**src/rtl/mem_copy.sv**
```systemverilog
// Byte-wide forward memory copy engine: one read and one write per cycle,
// refusing any copy whose destination window would touch the status/bank register.
module mem_copy #(
  parameter int unsigned ADDR_W = 8,
  parameter int unsigned DATA_W = 8
) (
  input  logic              clk,
  input  logic              reset,
  input  logic              start,
  input  logic [ADDR_W-1:0] src_addr,
  input  logic [ADDR_W-1:0] dst_addr,
  input  logic [ADDR_W-1:0] length,
  output logic              busy,
  output logic              done,
  output logic              err,
  output logic [ADDR_W-1:0] readaddr,
  input  logic [DATA_W-1:0] readdata,
  output logic [ADDR_W-1:0] writeaddr,
  output logic [DATA_W-1:0] writedata,
  output logic              write_en
);

  typedef enum logic [1:0] {
    IDLE   = 2'd0,
    FIRST  = 2'd1,
    COPY   = 2'd2,
    FINISH = 2'd3
  } state_t;

  localparam logic [ADDR_W-1:0] PROT_ADDR = ADDR_W'(1);

  state_t            state;
  state_t            state_nxt;
  logic [ADDR_W-1:0] src_q;
  logic [ADDR_W-1:0] dst_q;
  logic [ADDR_W-1:0] len_q;
  logic [ADDR_W-1:0] cnt_q;
  logic              err_q;
  logic              zdone_q;
  logic              accept_c;
  logic              hits_prot_c;
  logic              last_c;

  // Protected address lies in the window iff its wrapped offset from dst is below length.
  always_comb begin
    hits_prot_c = ADDR_W'(PROT_ADDR - dst_addr) < length;
    accept_c    = (state == IDLE) && start;
    last_c      = cnt_q == ADDR_W'(len_q - ADDR_W'(1));
  end

  // State register
  always_ff @(posedge clk or posedge reset) begin
    if (reset) begin
      state <= IDLE;
    end else begin
      state <= state_nxt;
    end
  end

  // Next-state logic
  always_comb begin
    state_nxt = state;
    unique case (state)
      IDLE: begin
        if (start && (length != '0) && !hits_prot_c) begin
          state_nxt = FIRST;
        end
      end
      FIRST:  state_nxt = COPY;
      COPY: begin
        if (last_c) begin
          state_nxt = FINISH;
        end
      end
      FINISH: state_nxt = IDLE;
      default: state_nxt = IDLE;
    endcase
  end

  // Captured parameters, byte counter and the IDLE-side status pulses
  always_ff @(posedge clk or posedge reset) begin
    if (reset) begin
      src_q   <= '0;
      dst_q   <= '0;
      len_q   <= '0;
      cnt_q   <= '0;
      err_q   <= 1'b0;
      zdone_q <= 1'b0;
    end else begin
      err_q   <= accept_c && hits_prot_c;
      zdone_q <= accept_c && (length == '0);
      if (accept_c) begin
        src_q <= src_addr;
        dst_q <= dst_addr;
        len_q <= length;
      end
      if (state == COPY) begin
        cnt_q <= cnt_q + ADDR_W'(1);
      end else begin
        cnt_q <= '0;
      end
    end
  end

  // Output decode; read runs one address ahead of write so data arrives just in time
  always_comb begin
    busy      = 1'b0;
    done      = zdone_q;
    err       = err_q;
    readaddr  = '0;
    writeaddr = '0;
    writedata = '0;
    write_en  = 1'b0;
    unique case (state)
      IDLE: begin
      end
      FIRST: begin
        busy     = 1'b1;
        readaddr = src_q;
      end
      COPY: begin
        busy      = 1'b1;
        readaddr  = src_q + cnt_q + ADDR_W'(1);
        writeaddr = dst_q + cnt_q;
        writedata = readdata;
        write_en  = 1'b1;
      end
      FINISH: begin
        busy = 1'b1;
        done = 1'b1;
      end
      default: begin
      end
    endcase
  end

endmodule

```
**config.mk**
```make
export PLATFORM = sky130hd
export DESIGN_NAME = mem_copy
export DESIGN_NICKNAME = d
export VERILOG_FILES = /design/src/rtl/mem_copy.sv
export SDC_FILE = /design/constraint.sdc
export NUM_CORES = 1
export LEC_CHECK = 0
export BUFFER_PORTS_ARGS = -buffer_cell sky130_fd_sc_hd__buf_2
export CAP_MARGIN = 20
export CORE_MARGIN = 8
export CORE_UTILIZATION = 42
export DETAILED_ROUTE_END_ITERATION = 6
export HOLD_SLACK_MARGIN = 0.02
export PLACE_DENSITY_LB_ADDON = 0.12
export SLEW_MARGIN = 10
export SYNTH_ARGS = -nofsm -noshare
export SYNTH_HDL_FRONTEND = slang
export SYNTH_SLANG_ARGS = --single-unit
```
**constraint.sdc**
```tcl
create_clock -name clk -period 4.4 [get_ports clk]
set_input_delay 0.44 -clock clk [delete_from_list [all_inputs] [get_ports clk]]
set_output_delay 0.44 -clock clk [all_outputs]
set_load 0.05 [all_outputs]
```
# ---- Yosys cells after proc, flatten, opt, wreduce, memory -nomap -nowiden
# Index checks and enable logic that the tools add are counted.
dict set report classes {
  reduce_logical 11
  eq_ne 6
  n_mux 10
  add_sub_neg 6
  magnitude_cmp 1
}
# cell count
set op_table {}
lappend op_table {{8-bit 2-to-1 mux} 3}
lappend op_table {{8-bit by 1-bit adder with 8-bit output, second input constant} 2}
lappend op_table {{8-bit adder} 2}
lappend op_table {{8-bit case mux with 2 select lines} 1}
lappend op_table {{8-bit == test} 1}
lappend op_table {{8-bit logical NOT} 1}
lappend op_table {{8-bit less-than comparator} 1}
lappend op_table {{2-bit case mux with 4 select lines} 1}
lappend op_table {{8-bit nonzero test} 1}
lappend op_table {{1-bit by 8-bit subtractor with 8-bit output, first input constant} 1}
lappend op_table {{8-bit by 1-bit subtractor with 8-bit output, second input constant} 1}
lappend op_table {{1-bit logical AND} 5}
lappend op_table {{2-bit == test, second input constant} 2}
lappend op_table {{2-bit 2-to-1 mux} 2}
lappend op_table {{1-bit 2-to-1 mux} 3}
lappend op_table {{3-bit OR reduction} 1}
lappend op_table {{2-bit by 1-bit == test with 1-bit output, second input constant} 1}
lappend op_table {{2-bit logical NOT} 1}
lappend op_table {{2-bit by 1-bit inequality test with 1-bit output, second input constant} 1}
lappend op_table {{2-bit inequality test, second input constant} 1}
lappend op_table {{2-bit AND reduction} 1}
lappend op_table {{1-bit logical NOT} 1}
dict set report totals {
  regBits 36
  in_bits 35
  output_inout_bits 28
  word_cells 41
}

# ---- Depth between registers and ports, before layout
# Gate-level depths: netlist (run 1).
dict set report depth {
  ltp_word 6
  ltp_mapped 12
  ltp_nobuf 12
}

# ---- Worst setup path before layout (run 1)
# OpenSTA, ideal clock, no wires.
dict set report synth_path {
  path_type {register to output}
  start {register cnt_q[1]}
  end {output writeaddr[7]}
  t_arrival_ns 2.520
  path_slack_ns 1.440
  required_time_ns 3.960
  n_path_buf 0
  path_stages_with_launch 8
  cell_sequence {dfrtp_1 > ha_1 > a21o_1 > a21oi_1 > o21bai_1 > a2111oi_1 > o21ai_1 > a21oi_1}
}
dict set report synth_via {
  elab_chain_cells 2
}
# element line
set synth_rtl {}
lappend synth_rtl {{start, declared} 37} ;# logic [ADDR_W-1:0] cnt_q;
lappend synth_rtl {{start signal, assigned} 98} ;# cnt_q <= cnt_q + ADDR_W'(1);
lappend synth_rtl {{8-bit adder} 124} ;# writeaddr = dst_q + cnt_q;
lappend synth_rtl {{8-bit 2-to-1 mux} 114} ;# unique case (state)
lappend synth_rtl {{end, declared} 18} ;# output logic [ADDR_W-1:0] writeaddr,
# No other way between the ends.

# ---- Worst setup path after layout (run 1)
# Same ends and word-level chain as after synthesis.

==> results of run 1 <==
[sequential cells by signal (all words and copies together), names as in the netlist]
name	count
cnt_q	8
dst_q	8
len_q	8
src_q	8
state	2
err	1
zdone_q	1
[logic make-up (layout without fill, tap and decap cells)]
kind of cell,count (synthesis),count (layout),share of synthesized area [%]
DFF,36,36,32.8
xor gates and xnor gates,30,30,9.58
muxes,16,16,6.57
AOI/OAI and AO/OA,54,54,12.9
buffers and inverters,34,96,4.97
adders and majority gates,31,31,14.7
and+or+nand+nor,97,97,18.5
[worst paths after layout]
check	endpoint	slack [ns]	cells after the start
max	writeaddr[7]	1.30	8
min	dst_q[3]	0.26	3
max reg2reg	len_q[0]	2.40	5
min reg2reg	len_q[7]	0.51	2
max in group asynchronous	dst_q[2]	3.79	3
min in group clk	src_q[7]	0.38	2
[where the power goes]
group	switching [mW]	internal [mW]
Clock	0.117	0.140
Combinational	0.908	0.524
Sequential	0.137	0.461
Total	1.16	1.12
[layer usage]
metal	wire (µm)	up-vias	global-route usage [%]
met5	0	-	0
met3	263	9	3.41
li1	-	1154	-
met2	3180	47	25.5
met4	70	0	3.91
met1	3030	1043	15.8
[through the flow]
stage	cell area [µm²]	power, mW
after floorplan	2740	1.73
after global placement	3130	2.02
after detailed placement	3130	2.05
after CTS	3220	2.31
after global routing	3220	2.48
final	3220	2.29
[cell type report]
cell class / count / area, µm² / area share [%]
flip-flops and latches: 36 / 901 / 28.0
multi-input cells: 228 / 1710 / 53.0
inverters: 24 / 90.1 / 2.80
well taps: 77 / 96.3 / 2.99
repair buffers: 65 / 333 / 10.3
clock buffers: 7 / 96.3 / 2.99
[cell usage in the layout, fill, tap and decap left out, types with 2 or more instances in the layout]
master / instances
buf_2: 62
dfrtp_1: 36
ha_1: 29
inv_1: 24
nor2_1: 21
nand2_1: 20
xnor2_1: 19
mux2_2: 15
o21ai_0: 14
and2_1: 13
a21oi_1: 12
xor2_1: 11
nor3_1: 7
nand3_1: 7
nor2b_1: 7
clkbuf_8: 7
o21ai_1: 5
nand4_1: 4
nand2b_1: 3
a311o_1: 3
a21boi_1: 3
buf_4: 3
nand3b_1: 2
nor4_1: 2
or3_1: 2
a22oi_1: 2
and3_1: 2
nand4b_1: 2
a21o_1: 2
o21bai_1: 2
or2_2: 2
fa_1: 2
[critical path, cell delays in order (launching register included)]
cell       delay (ns)
dfrtp_1          0.48
ha_1             0.31
a21o_1           0.17
a21oi_1          0.22
o21bai_1         0.12
a2111oi_1        0.50
o21ai_1          0.13
a21oi_1          0.16
buf_2            0.29
==> out/results.ini, run 1 <==
[yosys]
netlist_area_mm2=0.00274
synth_edf_count=0
synthTopCellsByArea=dfrtp_1 33%, ha_1 13%, mux2_2 6.2%
synth_top_cell_by_area=dfrtp_1
ys_ff_latch=36
synth_common_cells=36 x dfrtp_1, 29 x ha_1, 24 x inv_1, 21 x nor2_1, 20 x nand2_1
yosysWarnings=0
syn_nets=364
synth_cell_types=47
synth_top_area_share_pct=32.8
ys_seq_area_share_pct=32.8
synth.avg_cell_area_um2=9.21
postSynthCellCount=298
synthMostInstantiatedCell=dfrtp_1
synth-main-ff-cell=dfrtp_1
async_flop_share_pct=100

[run]
maxCapViolations=0

[sta]
worst_pin_slew_ns=0.531
slew_violations=0
period_needed_ns=3.10
setup_viol=0
rsz0062_at_grt=no
fmax_ghz=0.322
setup_ws_ns=1.30
hold-worst-slack_ns=0.260
hold_violations=0
min_period_over_period_pct=70.5
relSlewSlack_pct=64.6
tns_ns=0
clock_skew_ns=0.00560

[detailed_routing]
wirelength_mm=6.54
routedWlPerCell_um=15.0
drtAntennaViolNets=0
via_count=2253
routed_via_density=5.16
drc=0
drt_iter0_markers=105
first_pass_iters=4

[critical_path]
cp-start-kind=register
crit_required_ns=3.96
critPathKind=register to output port
cp-end-kind=output port
crit_start=cnt_q[1]
worstPathMaxFanout=7
arrival_ns=2.66
r2r-start=state[0]

[layout]
synthToLayoutAreaGrowth_pct=17.5
num_antenna_cells=0
fin_nets=426
num-fill-cells=593
layoutNonFillerInstCount=437
utilization_pct=50.8
drive_gt1_share_pct=25.3

[clocking]
ctsHoldBuffers=0
post_cts_resized=0
cts_buffers=5
cts_tree=done
cts.sinks=36
htreeDepth=2
clockBufferDepth=2
cts_setup_buffers=0
clockRootBuffer=clkbuf_8
clk-insertion-delay-late_ns=0.28
path_clk_slew_ns=0.07

[global_route]
grt_pass1_wl_mm=11.0
grt_remaining_overflow=0
grt_pass1_vias=2347
grt_usage_pct=14.0
grt_max_degree=37
antenna_found_initial=0

[floorplanning]
die_y_um=96.8
coreArea_mm2=0.00635
rows=29
dieArea_mm2=0.00938
start_util_pct=43.2
io_pins=63
die_x_um=96.8

[place]
dp_hpwl_mm=5.19
gp_congestion=0.807
place_ws_ns=1.63
portBuffers=62
dp_cells=430

[outcome]
status=completed

[power]
peakVddDrop_mv=0.354
leakagePower_nw=1.59
powerDensity_mw_per_mm2=709

[min_path]
hp-class=primary input to asynchronous set/reset pin

(Power assumes the default switching activity.)
==> run 2, diff against run 1 <==
==> constraint.sdc (replaced) <==
create_clock -name clk -period 2.7 [get_ports clk]
set_input_delay 0.27 -clock clk [delete_from_list [all_inputs] [get_ports clk]]
set_output_delay 0.27 -clock clk [all_outputs]
set_load 0.05 [all_outputs]
==> out/results.ini, run 2 (synthesis gave the netlist of run 1 again) <==
[global_route]
grt_max_degree=37
grt_remaining_overflow=0
grt_usage_pct=13.9
grt_pass1_wl_mm=11.0
antenna_found_initial=0
grt_pass1_vias=2329

[critical_path]
cp-end-kind=output port
r2r_slack_ns=0.70
path_buf_inv=1
arrival_ns=2.32
path_delay_family=compound AO/OA/AOI/OAI gates
worstPathMaxFanout=3
cp-start-kind=register
path_cells=ha_1 > fa_2 > a21o_1 > a21oi_2 > o21bai_1 > a21oi_1 > xor2_1 > nor2_1 > buf_4
crit_required_ns=2.43
critPathKind=register to output port
cp_slowest_cell=dfrtp_2
critPathMaxStageDelay_ns=0.43

[place]
portBuffers=62
dp_hpwl_mm=5.15
place_area_mm2=0.00316
gp_congestion=0.783
dp_cells=434

[sta]
rsz0062_at_grt=yes
setup_viol=0
clock_skew_ns=0.0110
hold-worst-slack_ns=0.0855
worst_pin_slew_ns=0.481
fmax_ghz=0.386
slew_violations=0
hold_violations=0
period_needed_ns=2.59
relSlewSlack_pct=67.9
min_period_over_period_pct=95.8

[clocking]
cts.sinks=36
clockRootBuffer=clkbuf_8
path_clk_slew_ns=0.08
cts_buffers=5
clk-insertion-delay-late_ns=0.29
htreeDepth=2
cts_tree=done
clockBufferDepth=2

[layout]
fin_nets=432
utilization_pct=53.2
synthToLayoutAreaGrowth_pct=23.2
design_area_mm2=0.00338
final_cell_mix=58 x buf_2, 33 x dfrtp_1, 27 x ha_1, 23 x inv_1, 21 x nor2_1
layoutNonFillerInstCount=444
drive_gt1_share_pct=31.6
mostFrequentLayoutCell=buf_2
num_antenna_cells=0
num-fill-cells=616

[floorplanning]
io_pins=63
start_util_pct=43.2
die_y_um=96.8
rows=29
die_x_um=96.8
dieArea_mm2=0.00938
coreArea_mm2=0.00635

[min_path]
hp-class=primary input to asynchronous set/reset pin

[outcome]
status=completed

[detailed_routing]
routed-wl-met2_mm=3.24
first_pass_iters=4
drc=0
top_layer_used=met4
via_count=2303
routed_via_density=5.19
wl_met3_um=263
drt_iter0_markers=80
wirelength_mm=6.62
routedWlPerCell_um=14.9
drtAntennaViolNets=0
wl_met1_mm=3.04

[power]
powerDensity_mw_per_mm2=1150
peakVddDrop_mv=0.743
total_power_mw=3.89
leakagePower_nw=1.63

[run]
maxCapViolations=0

[run 2: changes by cell type in the layout (fill, tap and decap cells not counted), moves of 4 or more]
| cell | previous run | this run |
|---|---|---|
| a21oi_2 | 1 | 5 |
| buf_4 | 3 | 10 |
| a21oi_1 | 12 | 8 |
| buf_2 | 62 | 58 |
[run 2: worst paths after layout]
kind,end,depth (start not counted),from
max reg2reg,state[1],7,len_q[0]
min in group clk,src_q[3],2,src_addr[3]
max,writeaddr[6],9,cnt_q[0]
min,dst_q[4],3,reset
min reg2reg,dst_q[6],1,dst_q[6]
max in group asynchronous,cnt_q[3],3,reset
[run 2: timing repair]
action / 4_1_cts / 5_1_grt
buffers inserted: 2 / 0
cloned: 0 / 0
hold buffers: 0 / 0
endpoints found under the setup margin: 3 / 4
resized for setup: 5 / 25
pin swaps: 1 / 5
[run 2: worst reg2reg max path, delay by kind of cell (launching register included)]
| family | cells | cell delay, ns |
|---|---|---|
| AO/OA/AOI/OAI | 4 | 0.79 |
| flip-flops | 1 | 0.45 |
| multiplexers | 1 | 0.33 |
| adder cells (fa/ha/maj) | 1 | 0.22 |
| buffers and inverters | 1 | 0.09 |
[run 2: where the power goes]
part	switching [mW]	internal, mW	total (mW)
clock	0.195	0.207	0.403
combinational	1.55	0.969	2.52
sequential	0.207	0.754	0.961
total	1.96	1.93	3.89
[run 2: area by class of cell]
| type | count | area [µm²] | share of cell area (%) |
|---|---|---|---|
| Timing Repair Buffer | 71 | 399 | 11.8 |
| Tap cell | 77 | 96.3 | 2.85 |
| Sequential cell | 36 | 905 | 26.8 |
| Clock inverter | 1 | 7.51 | 0.222 |
| Multi-Input combinational cell | 228 | 1800 | 53.1 |
| Inverter | 24 | 90.1 | 2.67 |
| Clock buffer | 7 | 86.3 | 2.55 |
[run 2: layer usage]
layer  up-vias  GRT usage [%]
met4         0           3.43
met2        41           23.8
li1       1165              -
met1      1089           16.7
met3         8           4.05
met5         -              0
[run 2: stage by stage]
stage | setup slack (ns) | setup TNS, ns
final | 0.113 | 0
after global routing | -0.00533 | -0.00533
after CTS | 0.00294 | 0
after detailed placement | 0.132 | 0
after global placement | 0.166 | 0
after floorplan | 0.0874 | 0
